<file path="src/rtl/ftile_ts_pkg.sv">
// Shared types and defaults for the F-tile 25GbE TX timestamp bridge.
package ftile_ts_pkg;

   localparam int FP_WIDTH_DEFAULT = 20;
   localparam int TS_WIDTH_DEFAULT = 96;
   localparam int FP_DEPTH_DEFAULT = 16;

   // Completion returned to the DMA: fingerprint of the packet plus its egress timestamp.
   typedef struct packed {
      logic [FP_WIDTH_DEFAULT-1:0] fingerprint;
      logic [TS_WIDTH_DEFAULT-1:0] data;
   } ts_compl_t;

   // Packet framing tracker.
   typedef enum logic {
      IDLE   = 1'b0,
      IN_PKT = 1'b1
   } frame_state_e;

endpackage

</file>
<file path="src/rtl/ftile_ts_fp_fifo.sv">
// Show-ahead fingerprint FIFO: rdata is the oldest entry whenever empty is low.
// A pop in the same cycle as a push into an empty FIFO is ignored (empty is registered state).
module ftile_ts_fp_fifo #(
   parameter int W     = 20,
   parameter int DEPTH = 16
) (
   input  logic                     clk,
   input  logic                     rst,
   input  logic                     push,
   input  logic [W-1:0]             wdata,
   input  logic                     pop,
   output logic                     full,
   output logic                     empty,
   output logic [$clog2(DEPTH):0]   level,
   output logic [W-1:0]             rdata
);

   localparam int AW = $clog2(DEPTH);
   localparam int LW = AW + 1;

   logic [W-1:0]  mem_q [DEPTH];
   logic [AW-1:0] wr_ptr_q, wr_ptr_d;
   logic [AW-1:0] rd_ptr_q, rd_ptr_d;
   logic [LW-1:0] count_q, count_d;
   logic          push_ok, pop_ok;

   assign full    = (count_q == LW'(DEPTH));
   assign empty   = (count_q == '0);
   assign level   = count_q;
   assign rdata   = mem_q[rd_ptr_q];
   assign push_ok = push & ~full;
   assign pop_ok  = pop & ~empty;

   // Pointer and occupancy update; pointers wrap naturally since DEPTH is a power of two.
   always_comb begin
      wr_ptr_d = wr_ptr_q;
      rd_ptr_d = rd_ptr_q;
      count_d  = count_q;
      if (push_ok) wr_ptr_d = wr_ptr_q + 1'b1;
      if (pop_ok)  rd_ptr_d = rd_ptr_q + 1'b1;
      case ({push_ok, pop_ok})
         2'b10:   count_d = count_q + 1'b1;
         2'b01:   count_d = count_q - 1'b1;
         default: count_d = count_q;
      endcase
   end

   // Pointer and count registers.
   always_ff @(posedge clk or posedge rst) begin
      if (rst) begin
         wr_ptr_q <= '0;
         rd_ptr_q <= '0;
         count_q  <= '0;
      end else begin
         wr_ptr_q <= wr_ptr_d;
         rd_ptr_q <= rd_ptr_d;
         count_q  <= count_d;
      end
   end

   // Storage; contents are don't-care until written, so no reset.
   always_ff @(posedge clk) begin
      if (push_ok) mem_q[wr_ptr_q] <= wdata;
   end

endmodule

</file>
<file path="src/rtl/ftile_25gbe_tx_ts_bridge.sv">
// TX bridge between the 25GbE DMA and the F-tile MAC client: registers the packet
// stream, queues fingerprints of timestamp-requesting packets and pairs each MAC
// egress timestamp with the oldest queued fingerprint.
// Optional: TX_TS_BRIDGE_STATS_EN builds the drop/orphan saturating counters.
//
// state  | meaning
// IDLE   | between packets; only SOP beats are forwarded, others dropped
// IN_PKT | inside a packet; every beat forwarded until EOP
module ftile_25gbe_tx_ts_bridge
   import ftile_ts_pkg::*;
#(
   parameter int FP_WIDTH = FP_WIDTH_DEFAULT,
   parameter int TS_WIDTH = TS_WIDTH_DEFAULT,
   parameter int FP_DEPTH = FP_DEPTH_DEFAULT
) (
   input  logic                      clk_clk,
   input  logic                      reset_reset,
   output logic                      in_st_ready,
   input  logic                      in_st_valid,
   input  logic                      in_st_startofpacket,
   input  logic                      in_st_endofpacket,
   input  logic [63:0]               in_st_data,
   input  logic [2:0]                in_st_empty,
   input  logic                      in_st_error,
   input  logic                      in_ts_req_valid,
   input  logic [FP_WIDTH-1:0]       in_ts_req_fingerprint,
   input  logic                      out_st_ready,
   output logic                      out_st_valid,
   output logic                      out_st_startofpacket,
   output logic                      out_st_endofpacket,
   output logic [63:0]               out_st_data,
   output logic [2:0]                out_st_empty,
   output logic                      out_st_error,
   output logic                      out_st_ts_req,
   input  logic                      mac_ts_valid,
   input  logic [TS_WIDTH-1:0]       mac_ts_data,
   output logic                      o_ts_valid,
   output logic [FP_WIDTH-1:0]       o_ts_fingerprint,
   output logic [TS_WIDTH-1:0]       o_ts_data,
   output logic [$clog2(FP_DEPTH):0] fp_level,
   output logic                      framing_err,
   output logic                      orphan_err,
   output logic [15:0]               drop_cnt,
   output logic [15:0]               orphan_cnt
);

   frame_state_e          state_q, state_d;

   logic                  out_valid_q,  out_valid_d;
   logic                  out_sop_q,    out_sop_d;
   logic                  out_eop_q,    out_eop_d;
   logic [63:0]           out_data_q,   out_data_d;
   logic [2:0]            out_empty_q,  out_empty_d;
   logic                  out_error_q,  out_error_d;
   logic                  out_ts_req_q, out_ts_req_d;

   logic                  o_ts_valid_q, o_ts_valid_d;
   logic [FP_WIDTH-1:0]   o_ts_fp_q,    o_ts_fp_d;
   logic [TS_WIDTH-1:0]   o_ts_data_q,  o_ts_data_d;

   logic                  framing_err_q, framing_err_d;
   logic                  orphan_err_q,  orphan_err_d;

   logic                  sop, eop, accept, fwd, push, pop, orphan, load;
   logic                  fp_full, fp_empty;
   logic [FP_WIDTH-1:0]   fp_rdata;

   assign sop    = in_st_startofpacket;
   assign eop    = in_st_endofpacket;
   // Ready is held low during reset even though the output register is already empty.
   assign in_st_ready = ~reset_reset & (~out_valid_q | out_st_ready) & ~fp_full;
   assign accept = in_st_valid & in_st_ready;
   assign fwd    = accept & (sop | (state_q == IN_PKT));
   assign push   = accept & sop & in_ts_req_valid;
   assign pop    = mac_ts_valid & ~fp_empty;
   assign orphan = mac_ts_valid & fp_empty;
   assign load   = ~out_valid_q | out_st_ready;

   ftile_ts_fp_fifo #(
      .W     (FP_WIDTH),
      .DEPTH (FP_DEPTH)
   ) u_fp_fifo (
      .clk   (clk_clk),
      .rst   (reset_reset),
      .push  (push),
      .wdata (in_ts_req_fingerprint),
      .pop   (pop),
      .full  (fp_full),
      .empty (fp_empty),
      .level (fp_level),
      .rdata (fp_rdata)
   );

   // Framing FSM next state and sticky framing error.
   always_comb begin
      state_d       = state_q;
      framing_err_d = framing_err_q;
      if (accept) begin
         case (state_q)
            IDLE: begin
               if (sop && !eop) state_d = IN_PKT;
            end
            IN_PKT: begin
               if (sop) framing_err_d = 1'b1;
               if (eop) state_d = IDLE;
            end
            default: state_d = IDLE;
         endcase
      end
   end

   // Output register: reload when empty or drained, otherwise hold under backpressure.
   always_comb begin
      out_valid_d  = out_valid_q;
      out_sop_d    = out_sop_q;
      out_eop_d    = out_eop_q;
      out_data_d   = out_data_q;
      out_empty_d  = out_empty_q;
      out_error_d  = out_error_q;
      out_ts_req_d = out_ts_req_q;
      if (load) begin
         out_valid_d = fwd;
         if (fwd) begin
            out_sop_d    = sop;
            out_eop_d    = eop;
            out_data_d   = in_st_data;
            out_empty_d  = in_st_empty;
            out_error_d  = in_st_error | ((state_q == IN_PKT) & sop);
            out_ts_req_d = sop & in_ts_req_valid;
         end
      end
   end

   // Completion pairing and sticky orphan flag.
   always_comb begin
      o_ts_valid_d = pop;
      o_ts_fp_d    = o_ts_fp_q;
      o_ts_data_d  = o_ts_data_q;
      orphan_err_d = orphan_err_q | orphan;
      if (pop) begin
         o_ts_fp_d   = fp_rdata;
         o_ts_data_d = mac_ts_data;
      end
   end

   // State, datapath and status registers.
   always_ff @(posedge clk_clk or posedge reset_reset) begin
      if (reset_reset) begin
         state_q       <= IDLE;
         out_valid_q   <= 1'b0;
         out_sop_q     <= 1'b0;
         out_eop_q     <= 1'b0;
         out_data_q    <= '0;
         out_empty_q   <= '0;
         out_error_q   <= 1'b0;
         out_ts_req_q  <= 1'b0;
         o_ts_valid_q  <= 1'b0;
         o_ts_fp_q     <= '0;
         o_ts_data_q   <= '0;
         framing_err_q <= 1'b0;
         orphan_err_q  <= 1'b0;
      end else begin
         state_q       <= state_d;
         out_valid_q   <= out_valid_d;
         out_sop_q     <= out_sop_d;
         out_eop_q     <= out_eop_d;
         out_data_q    <= out_data_d;
         out_empty_q   <= out_empty_d;
         out_error_q   <= out_error_d;
         out_ts_req_q  <= out_ts_req_d;
         o_ts_valid_q  <= o_ts_valid_d;
         o_ts_fp_q     <= o_ts_fp_d;
         o_ts_data_q   <= o_ts_data_d;
         framing_err_q <= framing_err_d;
         orphan_err_q  <= orphan_err_d;
      end
   end

`ifdef TX_TS_BRIDGE_STATS_EN
   logic        drop;
   logic [15:0] drop_cnt_q,   drop_cnt_d;
   logic [15:0] orphan_cnt_q, orphan_cnt_d;

   assign drop = accept & ~sop & (state_q == IDLE);

   // Saturating event counters.
   always_comb begin
      drop_cnt_d   = drop_cnt_q;
      orphan_cnt_d = orphan_cnt_q;
      if (drop && (drop_cnt_q != 16'hFFFF))     drop_cnt_d   = drop_cnt_q + 16'd1;
      if (orphan && (orphan_cnt_q != 16'hFFFF)) orphan_cnt_d = orphan_cnt_q + 16'd1;
   end

   // Counter registers.
   always_ff @(posedge clk_clk or posedge reset_reset) begin
      if (reset_reset) begin
         drop_cnt_q   <= '0;
         orphan_cnt_q <= '0;
      end else begin
         drop_cnt_q   <= drop_cnt_d;
         orphan_cnt_q <= orphan_cnt_d;
      end
   end

   assign drop_cnt   = drop_cnt_q;
   assign orphan_cnt = orphan_cnt_q;
`else
   assign drop_cnt   = '0;
   assign orphan_cnt = '0;
`endif

   assign out_st_valid         = out_valid_q;
   assign out_st_startofpacket = out_sop_q;
   assign out_st_endofpacket   = out_eop_q;
   assign out_st_data          = out_data_q;
   assign out_st_empty         = out_empty_q;
   assign out_st_error         = out_error_q;
   assign out_st_ts_req        = out_ts_req_q;
   assign o_ts_valid           = o_ts_valid_q;
   assign o_ts_fingerprint     = o_ts_fp_q;
   assign o_ts_data            = o_ts_data_q;
   assign framing_err          = framing_err_q;
   assign orphan_err           = orphan_err_q;

endmodule

</file>
<file path="config.mk">
export PLATFORM = sky130hd
export DESIGN_NAME = ftile_25gbe_tx_ts_bridge
export DESIGN_NICKNAME = d
export VERILOG_FILES = /design/src/rtl/ftile_ts_pkg.sv /design/src/rtl/ftile_ts_fp_fifo.sv /design/src/rtl/ftile_25gbe_tx_ts_bridge.sv
export SDC_FILE = /design/constraint.sdc
export NUM_CORES = 1
export LEC_CHECK = 0
export BUFFER_PORTS_ARGS = -buffer_cell sky130_fd_sc_hd__buf_4
export CORE_MARGIN = 4
export CORE_UTILIZATION = 52
export DETAILED_ROUTE_END_ITERATION = 12
export GPL_ROUTABILITY_DRIVEN = 0
export PLACE_DENSITY = 0.76
export REMOVE_ABC_BUFFERS = 1
export SETUP_SLACK_MARGIN = 0.2
export SLEW_MARGIN = 15
export SYNTH_ARGS = -nofsm -noshare
export SYNTH_HDL_FRONTEND = slang
export SYNTH_SLANG_ARGS = --single-unit
</file>
<file path="constraint.sdc">
create_clock -name clk_clk -period 10.95 [get_ports clk_clk]
set_clock_uncertainty 0.15 [all_clocks]
set_input_delay 0.5475 -clock clk_clk [delete_from_list [all_inputs] [get_ports clk_clk]]
set_output_delay 0.5475 -clock clk_clk [all_outputs]
set_load 0.02 [all_outputs]
</file>
# After elaboration in Yosys (flattened, before gate mapping)

Memory sizes are Yosys's and may differ from the RTL's. A register that Yosys moved wholly into a read port is not among the register bits.
Cells that the tools add are included.

$add $sub $neg: 4
Multiply operators: 0
Div/mod/pow operators: 0
Magnitude comparators: 0
Equal/unequal tests: 3
Shift operators: 0
Muxes and demuxes: 6
Bitwise logic cells: 21
Reduce and logical (&&, ||, !) cells: 6

Operator list:

| cell                | count |
|---|---|
| $and 1x1->1         | 12 |
| $pmux 5 s2          | 1 |
| $add 4x1->4 const B | 2 |
| $add 5x1->5 const B | 1 |
| $eq 5x5->1 const B  | 1 |
| $logic_not 5->1     | 1 |
| $not 1->1           | 5 |
| $sub 5x1->5 const B | 1 |
| $mux 1              | 4 |
| $or 1x1->1          | 4 |
| $reduce_and 3->1    | 1 |
| $eq 2x1->1 const B  | 1 |
| $eq 2x2->1 const B  | 1 |
| $pmux 1 s2          | 1 |
| $reduce_and 2->1    | 1 |
| $reduce_bool 2->1   | 1 |
| $logic_and 1x1->1   | 1 |
| $logic_not 1->1     | 1 |

Bits in registers: 185
Latch bits: 0
RAM bits: 320
Bits in read-only memories: 0
Bits of input ports: 192
Output and inout bits: 229
Logic and storage cells: 56
Memories: 1

Memory list:

| name            | depth | bits a word | read ports | clocked after memory_dff | wr ports | line                   | RTL |
|---|---|---|---|---|---|---|---|
| u_fp_fifo.mem_q | 16    | 20          | 1          | 1                        | 1        | ftile_ts_fp_fifo.sv:21 | `logic [W-1:0] mem_q [DEPTH];` |

# Logic depth before layout (Yosys ltp)

Gate-level depths: netlist (run 1).

Depth after elaboration: 10
Depth in mapped cells: 14
Gate-level depth less buffers: 9

# By module

A second synthesis (run 1) with hierarchy kept.

Cells, all modules: 1125
Area, all modules: 20583.5 um2

Modules (own cells, without submodules):

| module                   | instances | cells an instance | area each (um2) | seq. area each (um2) |
|---|---|---|---|---|
| ftile_ts_fp_fifo         | 1         | 670               | 13128.8         | 9934.5 |
| ftile_25gbe_tx_ts_bridge | 1         | 455               | 7454.6          | 4804.6 |

# Least setup slack after synthesis (run 1)

Ideal clock, no wire load.

Kind: input-to-reg
Start point: input in_st_startofpacket
End point: memory u_fp_fifo.mem_q[3][0], enable pin
Setup time: 455 ps
Data arrival time: 3451 ps
Required time: 10345 ps
Setup slack: 6894 ps
Stages on the path: 5
Buffers on the path: 2
Cell sequence: clkbuf_1 nand4b_1 a211o_1 buf_2 nor4b_1

Longest elaborated chain between the ends: 5

Ends and longest elaborated chain:

| element                      | line                           | RTL |
|---|---|---|
| from (decl)                  | ftile_25gbe_tx_ts_bridge.sv:20 | `input logic in_st_startofpacket,` |
| $and 1x1->1 (2 in a row)     | ftile_25gbe_tx_ts_bridge.sv:74 | `assign push = accept & sop & in_ts_req_valid;` |
| $and 1x1->1                  | ftile_ts_fp_fifo.sv:31         | `assign push_ok = push & ~full;` |
| $mux 1                       | ftile_ts_fp_fifo.sv:63         | `if (push_ok) mem_q[wr_ptr_q] <= wdata;` |
| $mux 1 (not written as such) | ftile_ts_fp_fifo.sv:63         |  |
| to (decl)                    | ftile_ts_fp_fifo.sv:21         |  |

Every way passes these cells.

# Final worst setup path (run 1)

Start point: register u_fp_fifo.count_q[1] (netlist: u_fp_fifo.level[1])
End point: register u_fp_fifo.count_q[4] (netlist: u_fp_fifo.level[4])

Longest elaborated chain between the ends: 9
Elaborated cells between the ends (all ways): 17
Those cells by class: 2 x add/sub; 3 x eq/ne; 1 x mux; 9 x bitwise; 2 x reduce/logical

Ends and longest elaborated chain:

| element                                         | line                                                   | RTL |
|---|---|---|
| from (decl)                                     | ftile_ts_fp_fifo.sv:24                                 | `logic [LW-1:0] count_q, count_d;` |
| from (signal assigned)                          | ftile_ts_fp_fifo.sv:57                                 | `count_q <= count_d;` |
| $eq 5x5->1                                      | ftile_ts_fp_fifo.sv:27                                 | `assign full = (count_q == LW'(DEPTH));` |
| $not 1->1                                       | ftile_ts_fp_fifo.sv:31, ftile_25gbe_tx_ts_bridge.sv:71 |  |
| $and 1x1->1                                     | ftile_25gbe_tx_ts_bridge.sv:71                         | `assign in_st_ready = ~reset_reset & (~out_valid_q \| out_st_ready) & ~fp_full;` |
| $and 1x1->1                                     | ftile_25gbe_tx_ts_bridge.sv:72                         | `assign accept = in_st_valid & in_st_ready;` |
| $and 1x1->1 (2 in a row)                        | ftile_25gbe_tx_ts_bridge.sv:74                         |  |
| $and 1x1->1                                     | ftile_ts_fp_fifo.sv:31                                 |  |
| $eq 2x1->1 or $eq 2x2->1 (tied branches)        | ftile_ts_fp_fifo.sv:41                                 | `case ({push_ok, pop_ok})` |
| $pmux 5 s2 or $reduce_bool 2->1 (tied branches) | n/a                                                    |  |

Parallel ways exist; a longest one is shown, timed or not.
A chain may end at the register's enable or synchronous reset.

==> results of run 1 <==
cell usage after synthesis (2+ instances only):
cell      instances  area, um^2
a21oi_1          22         110
a22oi_1           3        22.5
a31o_2            2        17.5
a31oi_1           3        18.8
and2_1            4        25.0
buf_1             5        18.8
buf_12            7         140
buf_2            19        95.1
buf_4            34         255
clkbuf_1         24        90.1
dfrtp_1         205        5130
edfxtp_1        320        9610
ha_1              8         100
inv_1             7        26.3
mux2_2          118        1330
mux2_4           68        1020
mux2i_1           5        50.1
mux4_2           78        1760
nand2_1           7        26.3
nand3_1           6        30.0
nand4_1           2        12.5
nand4b_1          2        17.5
nor2_1            9        33.8
nor2b_1           4        25.0
nor3_1            5        25.0
nor4b_1           4        35.0
o21ai_0           3        15.0
o22ai_1          39         244
or2_2             4        25.0
xnor2_1           6        52.6
xor2_1            6        52.6
kinds of logic (layout without fill, tap and decap cells):
| kind of cell | count (synthesis) | count (layout) |
|---|---|---|
| AO/OA/AOI/OAI | 83 | 83 |
| flip-flops | 525 | 525 |
| multiplexers | 269 | 269 |
| adder cells (fa/ha/maj) | 8 | 8 |
| XOR/XNOR | 12 | 12 |
| buffers and inverters | 97 | 567 |
| other | 1 | 34 |
| AND/OR/NAND/NOR | 53 | 53 |
through the flow:
step	power [uW]	cells	hold slack (ps)	utilization [%]
2_1_floorplan	3830	989	365	-
3_3_place_gp	4480	1920	314	61.5
3_5_place_dp	4510	1920	310	61.5
4_1_cts	6310	2067	0.0313	67.3
5_1_grt	6520	2067	5.04	67.3
6_report	6260	2069	31.8	67.4
cell type report:
| class | count | area (um^2) |
|---|---|---|
| Inverter | 7 | 33.8 |
| Tap cell | 518 | 648 |
| Clock buffer | 73 | 1500 |
| Antenna cell | 2 | 5.00 |
| Sequential cell | 525 | 14700 |
| Clock inverter | 21 | 228 |
| Timing Repair Buffer | 466 | 3630 |
| Multi-Input combinational cell | 457 | 5420 |
| Fill cell | 2570 | 12700 |
registers in the layout, summed over array words and instances, names as in the netlist:
name                  count
out_st_ts_req             1
orphan_err                1
out_st_data              64
framing_err               1
out_st_error              1
out_st_endofpacket        1
o_ts_data                96
out_st_startofpacket      1
o_ts_fingerprint         20
u_fp_fifo.wr_ptr_q        4
u_fp_fifo.rd_ptr_q        4
o_ts_valid                1
u_fp_fifo.mem_q         320
out_st_valid              1
u_fp_fifo.level           5
out_st_empty              3
state_q                   1
how the worst max path moves through the flow:
| stage | startpoint | to | slack [ps] | cells past startpoint |
|---|---|---|---|---|
| global placement | u_fp_fifo.level[1] | u_fp_fifo.level[4] | 7530 | 9 |
| finish | u_fp_fifo.level[1] | u_fp_fifo.level[4] | 7370 | 9 |
| floorplan | u_fp_fifo.level[2] | u_fp_fifo.level[4] | 1980 | 9 |
| detailed placement | u_fp_fifo.level[1] | u_fp_fifo.level[4] | 7400 | 9 |
| CTS | u_fp_fifo.level[1] | u_fp_fifo.level[4] | 7380 | 9 |
| global route | u_fp_fifo.level[2] | u_fp_fifo.level[4] | 7080 | 9 |
metal layers:
layer  global-route usage (%)  up-vias  part of all wire, %
met2                     40.0      445                   51
li1                         -     4949                    -
met4                     7.55        0                  3.0
met3                     5.90       86                  7.1
met5                        0        -                    0
met1                     30.5     5928                   39
worst reg2reg max path, delay by kind of cell (launching register included):
family	cells	cell delay [ps]
fa+ha+maj	2	700
flops	1	490
simple gates	2	700
xor+xnor	2	340
compound gates	3	1120
power by group:
| group | total, uW | switching [uW] | internal, uW |
|---|---|---|---|
| clock | 1770 | 742 | 1030 |
| combinational | 1870 | 916 | 958 |
| sequential | 2620 | 262 | 2360 |
| total | 6260 | 1920 | 4340 |
==> flow_summary.toml, run 1 <==
[finish]
design_area_um2 = 26200
final_cell_mix = "buf_4 (413), edfxtp_1 (320), dfrtp_1 (203)"
drive_gt1_share_pct = 50.7
area_growth_pct = 27.3
final_net_count = 1708
final_common_cell = "buf_4"

[timing]
rsz0062_at_grt = "no"
setup_tns_ps = 0
setup_slack_ps = 7370
tightest_slew_ps = 1210
drv_slew = 0
setup_viol = 0
slew_headroom_pct = 19.3
max_freq_ghz = 0.280
post-route-period-util_pct = 32.7
period_needed_ps = 3580
finalHoldViolCount = 0

[cts]
cts_setup_buffers = 0
cts.sinks = 525
clock_latency_ps = 600
cts_tree = "done"
cts.reportedPaths.clkPinSlew_ps = 60
cts_buffer_depth = 3
cts_hold_buf = 53
cts-root-buf = "clkbuf_16"
cts_buffers = 51
cts.htree.levels = 2
post_cts_resized = 0

[synth]
synth-compound-area-share_pct = 2.64
syn_avg_cell_area_um2 = 19.7
yosysWarnings = 0
async_flop_share_pct = 39.0
netlist_instances = 1048
synth_area_um2 = 20600
synth_edf_count = 320
synth_seq_area_share_pct = 71.6
synthSimpleGateAreaFrac_pct = 1.52
synth_seq_cells = 525
synth_xor_area_share_pct = 0.510
ys.flop_type = "edfxtp_1"
synth_top_family_by_area = "multiplexers"
synthMuxAreaShare_pct = 20.2
synth_fa_ha_area_share_pct = 0.486
ys_types = 50

[grt]
grt.total_usage_pct = 23.6
grt.overflow.total = 0
grt_pass1_vias = 12000
grt_pass1_wl_mm = 77.5
antenna_found_initial = 2
grt_max_degree = 89

[critical_path]
crit_buf_inv = 0
critPathLaunchType = "register"
crit_chain = "nor4_4, a211o_1, ha_1, xor2_1, ha_1, and3b_1, o21ai_0, a31oi_1, xnor2_1"
cp.required_ps = 11320
worstSetupPathType = "register to register"
rr_worst_depth = 9
cp-end-kind = "register"
max_stage_delay_ps = 820
critPathSlowestCell = "a211o_1"
crit_arrival_ps = 3950
rr_startpoint = "u_fp_fifo.level[1]"
cp_common_cell = "ha_1"
critPathTopFamily = "compound AO/OA/AOI/OAI gates"
path_max_fanout = 19
r2r_slack_ps = 7370
reg2reg_to = "u_fp_fifo.level[4]"

[die]
die_h_um = 207
dieWidth_um = 207
die-area_um2 = 42900
start_util_pct = 52.9
core_um2 = 38900
io_pins = 421
row_count = 72

[outcome]
status = "finished clean"

[route]
drc = 0
drt-initial-drc-count = 907
via_count = 11400
drt-pass1-iter-count = 5
ant_nets = 0
wl_per_cell_um = 24.8
finalWirelength_mm = 51.3
vias_per_cell = 5.51

[run]
maxCapViolCount = 0

[worst_hold_path]
worstHoldEndpoint = "out_st_data[14]"
hold_start = "in_st_data[14]"
hold_depth = 2
min_path_type = "input pin to register"

[pwr]
peakVddDrop_mv = 0.193
p_leak_uw = 0.0103
power_density_nw_per_um2 = 239

[placed_design]
pre_cts_ws_ps = 7400
place_area_um2 = 23900
portBuffers = 388
hpwlAfterDp_mm = 32.6
(Power assumes the default switching activity.)
==> run 2, diff against run 1 <==
- clock period: 10.95 -> 3.5 ns (I/O delays scaled with it)
==> run 2 against run 1 <==
Power grew to 3.2 times the previous value. Worst setup slack lost 7000 ps. Critical path depth is the same. Cell count grew 7.6%.
==> flow_summary.toml, run 2 (synthesis results as in run 1) <==
[outcome]
status = "finished clean"

[die]
core_um2 = 38900
die_h_um = 207
dieWidth_um = 207
row_count = 72
io_pins = 421
start_util_pct = 52.9
die-area_um2 = 42900

[critical_path]
crit_chain = "nor4_4, a211o_2, ha_1, xor2_1, ha_1, and3b_1, o21ai_0, a31oi_1, xnor2_1"
worstSetupPathType = "register to register"
crit_buf_inv = 0
crit_arrival_ps = 3470
cp_common_cell = "ha_1"
cp-startpoint = "u_fp_fifo.level[0]"
critPathSlowestCell = "nor4_4"
rr_worst_depth = 9
path_max_fanout = 10
max_stage_delay_ps = 560
endpoint = "u_fp_fifo.level[4]"
cp-end-kind = "register"
cp.required_ps = 3870
r2r_slack_ps = 400
reg2reg_to = "u_fp_fifo.level[4]"
crit_cells = 9
critPathLaunchType = "register"
rr_startpoint = "u_fp_fifo.level[0]"
critPathTopFamily = "simple AND/OR/NAND/NOR gates"

[cts]
cts_buffers = 53
clock_latency_ps = 600
cts-root-buf = "clkbuf_16"
cts_setup_buffers = 0
cts_buffer_depth = 3
cts.htree.levels = 2
cts.sinks = 525
cts.reportedPaths.clkPinSlew_ps = 60
cts_tree = "done"

[timing]
rsz0062_at_grt = "no"
setup_tns_ps = 0
max_freq_ghz = 0.323
drv_slew = 0
tightest_slew_ps = 1160
slew_headroom_pct = 22.5
hold-worst-slack_ps = 135
finalHoldViolCount = 0
setup_viol = 0
period_needed_ps = 3100
post-route-period-util_pct = 88.5

[finish]
drive_gt1_share_pct = 46.8
area_growth_pct = 35.1
regMostFlops = "u_fp_fifo.mem_q"
final_cell_mix = "buf_4 (412), edfxtp_1 (320), dfrtp_1 (203)"
final_net_count = 1860
final_common_cell = "buf_4"
largest_reg_flops = 320

[pwr]
switching_share_pct = 31.1
intPower_uw = 13700
p_clk_share_pct = 27.9
power_density_nw_per_um2 = 716
switchingPower_uw = 6200
pwr-share-seq_pct = 40.8
p_comb_share_pct = 31.3
peakVddDrop_mv = 0.597
p_leak_uw = 0.0110

[route]
drc = 0
drt-pass1-iter-count = 5
vias_per_cell = 5.45
via_count = 12100
drt-initial-drc-count = 886
finalWirelength_mm = 54.8
wl_per_cell_um = 24.6
ant_nets = 0

[grt]
grt_pass1_wl_mm = 83.4
grt_max_degree = 142
grt.overflow.total = 0
antenna_found_initial = 5
grt.total_usage_pct = 25.2
grt_pass1_vias = 13000

[run]
maxCapViolCount = 0

[worst_hold_path]
min_path_type = "input pin to asynchronous set/reset pin"

[placed_design]
hpwlAfterDp_mm = 33.2
portBuffers = 388
run 2: changes by cell type in the layout (fill, tap and decap cells not counted), moves of 2 or more:
cell	delta
clkinv_2	+6
clkinv_1	+2
buf_12	+11
nor2_4	-2
dlygate4sd3_1	+140
nor2_2	+2
clkbuf_8	-5
clkbuf_1	+3
diode_2	+2
run 2: worst reg2reg max path, delay by kind of cell, from the launching register on:
| family | cells | cell delay [ps] |
|---|---|---|
| simple gates | 2 | 710 |
| compound gates | 3 | 700 |
| flops | 1 | 490 |
| fa+ha+maj | 2 | 620 |
| xor+xnor | 2 | 350 |
run 2: worst min path at each step:
stage,from,end,slack (ps),cells after the start
floorplan,in_st_endofpacket,state_q,110,1
global placement,in_st_endofpacket,state_q,210,2
detailed placement,reset_reset,out_st_data[40],230,2
CTS,reset_reset,out_st_data[34],120,3
global route,mac_ts_data[15],o_ts_data[15],180,3
finish,reset_reset,out_st_data[56],130,3
run 2: metal layers:
layer  track usage [%]  part of all wire, %
met3              5.01                  5.7
met2              43.1                   52
met1              31.3                   38
met4              11.9                  4.7
met5                 0                0.024
run 2: power by group through the flow:
stage	Sequential [uW]	Combinational, uW	Clock, uW
final	8140	6240	5550
after global routing	8230	6570	5940
after CTS	8090	6220	5670
after detailed placement	8190	6000	0
after global placement	8160	5920	0
after floorplan	9180	2810	0
run 2: per-stage QoR:
stage	utilization, %	setup WS (ps)	std cells	total power (uW)	instance area, um^2
detailed placement	62.1	368	1930	14200	24200
global placement	62.1	436	1930	14100	24200
floorplan	-	-5470	989	12000	20100
global route	71.5	216	2227	20700	27800
CTS	71.5	354	2223	20000	27800
finish	71.5	404	2227	19900	27800
run 2: layout make-up:
cell class / instances / area [um^2]
antenna: 4 / 10.0
clock buffer: 72 / 1470
clock inverter: 28 / 269
fill: 2262 / 11100
inverter: 7 / 33.8
multi-input combinational: 457 / 5420
sequential: 525 / 14700
tap: 518 / 648
timing repair buffer: 616 / 5250
run 2: timing repair:
action / 4_1_cts / 5_1_grt
resized for setup: 0 / 1
endpoints found under the hold margin: 585 / 0
hold buffers: 193 / 0
endpoints found under the setup margin: 0 / 2
==> run 3, diff against run 2 <==
- BUFFER_PORTS_ARGS: -buffer_cell sky130_fd_sc_hd__buf_4 -> -buffer_cell sky130_fd_sc_hd__buf_2
- CORE_MARGIN: 4 -> not set
==> run 3 against run 2 <==
Utilization decreased by 2.7 points. Register-to-register slack improved by 80 ps. Clock power decreased by 3.8%. Fmax increased by 2.5%. Non-clock buffer count increased by 2. Worst setup slack improved by 75 ps. Cell count decreased by 0.13%. Global-route usage increased by 1.0 points. Final area decreased by 4.0%. Flip-flop and latch count unchanged. Sequential power decreased by 0.6%. Largest cell class unchanged.
==> flow_summary.toml, run 3 (synthesis results as in run 1) <==
[placed_design]
portBuffers = 388
pre_cts_ws_ps = 454
hpwlAfterDp_mm = 30.3

[timing]
post-route-period-util_pct = 86.3
setup_viol = 0
setup_slack_ps = 479
slew_headroom_pct = 27.2
setup_tns_ps = 0
rsz0062_at_grt = "no"
period_needed_ps = 3020
drv_slew = 0
max_freq_ghz = 0.331
tightest_slew_ps = 1090
finalHoldViolCount = 0

[critical_path]
crit_chain = "nor4_4, a211o_1, buf_4, nor3_2, buf_4"
crit_arrival_ps = 3160
worstSetupPathType = "register to register"
r2r_slack_ps = 480
critPathLaunchType = "register"
reg2reg_to = "u_fp_fifo.mem_q[8][17]"
rr_startpoint = "u_fp_fifo.level[2]"
critPathTopFamily = "simple AND/OR/NAND/NOR gates"
cp_common_cell = "buf_4"
rr_worst_depth = 5
cp.required_ps = 3640
path_max_fanout = 11
critPathSlowestCell = "nor3_2"
cp-end-kind = "register"
max_stage_delay_ps = 840
crit_buf_inv = 2

[route]
vias_per_cell = 5.44
finalWirelength_mm = 52.3
ant_nets = 0
wl_per_cell_um = 23.5
drt-pass1-iter-count = 5
drt-initial-drc-count = 726
drc = 0
via_count = 12100

[pwr]
p_comb_share_pct = 29.9
intPower_uw = 13100
p_leak_uw = 0.0106
switchingPower_uw = 6020
pwr-share-seq_pct = 42.2
switching_share_pct = 31.4
p_clk_share_pct = 27.9
peakVddDrop_mv = 0.544
total_power_uw = 19200
power_density_nw_per_um2 = 717

[finish]
final_net_count = 1861
regMostFlops = "u_fp_fifo.mem_q"
final_common_cell = "buf_2"
drive_gt1_share_pct = 46.5
largest_reg_flops = 320
area_growth_pct = 29.8
final_cell_mix = "buf_2 (388), edfxtp_1 (320), dfrtp_1 (203)"

[grt]
grt.total_usage_pct = 26.2
grt.overflow.total = 0
grt_pass1_vias = 13000
antenna_found_initial = 7
grt_max_degree = 142
grt_pass1_wl_mm = 78.8

[die]
die-area_um2 = 40400
die_h_um = 201
io_pins = 421
start_util_pct = 53.1
core_um2 = 38800
row_count = 72
dieWidth_um = 201

[cts]
cts.htree.levels = 2
post_cts_resized = 0
cts-root-buf = "clkbuf_16"
cts.sinks = 525
cts_setup_buffers = 0
cts_buffers = 52
cts_buffer_depth = 3
cts.reportedPaths.clkPinSlew_ps = 60
clock_latency_ps = 600
cts_hold_buf = 193
cts_tree = "done"

[worst_hold_path]
min_path_type = "input pin to asynchronous set/reset pin"

[outcome]
status = "finished clean"

[run]
maxCapViolCount = 0
## run 3: changes by cell type in the layout (fill, tap and decap cells not counted), sizes merged
cell | previous run | this run
clkinv | 21 | 20
clkbuf | 72 | 76
clkinvlp | 2 | 0
bufinv | 3 | 2
buf | 423 | 425
inv | 9 | 7
diode | 4 | 1
## run 3: stage by stage
stage	hold WS, ps	area, um^2	utilization, %	std cells
detailed placement	239	23100	59.6	1932
global route	185	26700	68.9	2224
global placement	235	23100	59.6	1932
floorplan	111	20100	-	989
CTS	167	26700	68.8	2223
finish	176	26700	68.9	2224
## run 3: how the worst max path moves through the flow
stage	startpoint	end	slack (ps)	depth (start not counted)
6_report	u_fp_fifo.level[2]	u_fp_fifo.mem_q[8][17]	480	5
5_1_grt	u_fp_fifo.level[1]	u_fp_fifo.level[4]	310	9
4_1_cts	u_fp_fifo.level[2]	u_fp_fifo.mem_q[8][2]	460	5
3_5_place_dp	u_fp_fifo.level[2]	u_fp_fifo.mem_q[10][15]	450	4
3_3_place_gp	u_fp_fifo.level[2]	u_fp_fifo.mem_q[8][17]	580	5
2_1_floorplan	u_fp_fifo.level[2]	u_fp_fifo.level[4]	-5470	9
## run 3: layout make-up
| cell class | instances | area, um^2 |
|---|---|---|
| Timing Repair Buffer | 618 | 4240 |
| Clock inverter | 22 | 200 |
| Tap cell | 518 | 648 |
| Fill cell | 2416 | 12100 |
| Multi-Input combinational cell | 457 | 5420 |
| Inverter | 7 | 33.8 |
| Sequential cell | 525 | 14700 |
| Clock buffer | 76 | 1450 |
| Antenna cell | 1 | 2.50 |
## run 3: layer usage
layer	wire, um	global-route usage [%]	part of all wire, %	vias up
li1	-	-	-	5259
met1	19800	31.6	38	6179
met2	26900	45.1	51	510
met3	3250	6.02	6.2	147
met4	2260	11.8	4.3	12
met5	81	0	0.15	-
## run 3: power by group through the flow
stage	Clock [uW]	Sequential, uW	Combinational [uW]
global placement	0	8120	5430
CTS	5440	8050	5740
detailed placement	0	8150	5520
global route	5680	8180	6090
finish	5340	8090	5740
floorplan	0	9180	2810
## run 3: worst min-delay path: cells and delay by family
family,cells,cell delay (ps)
buffers and inverters,3,1240
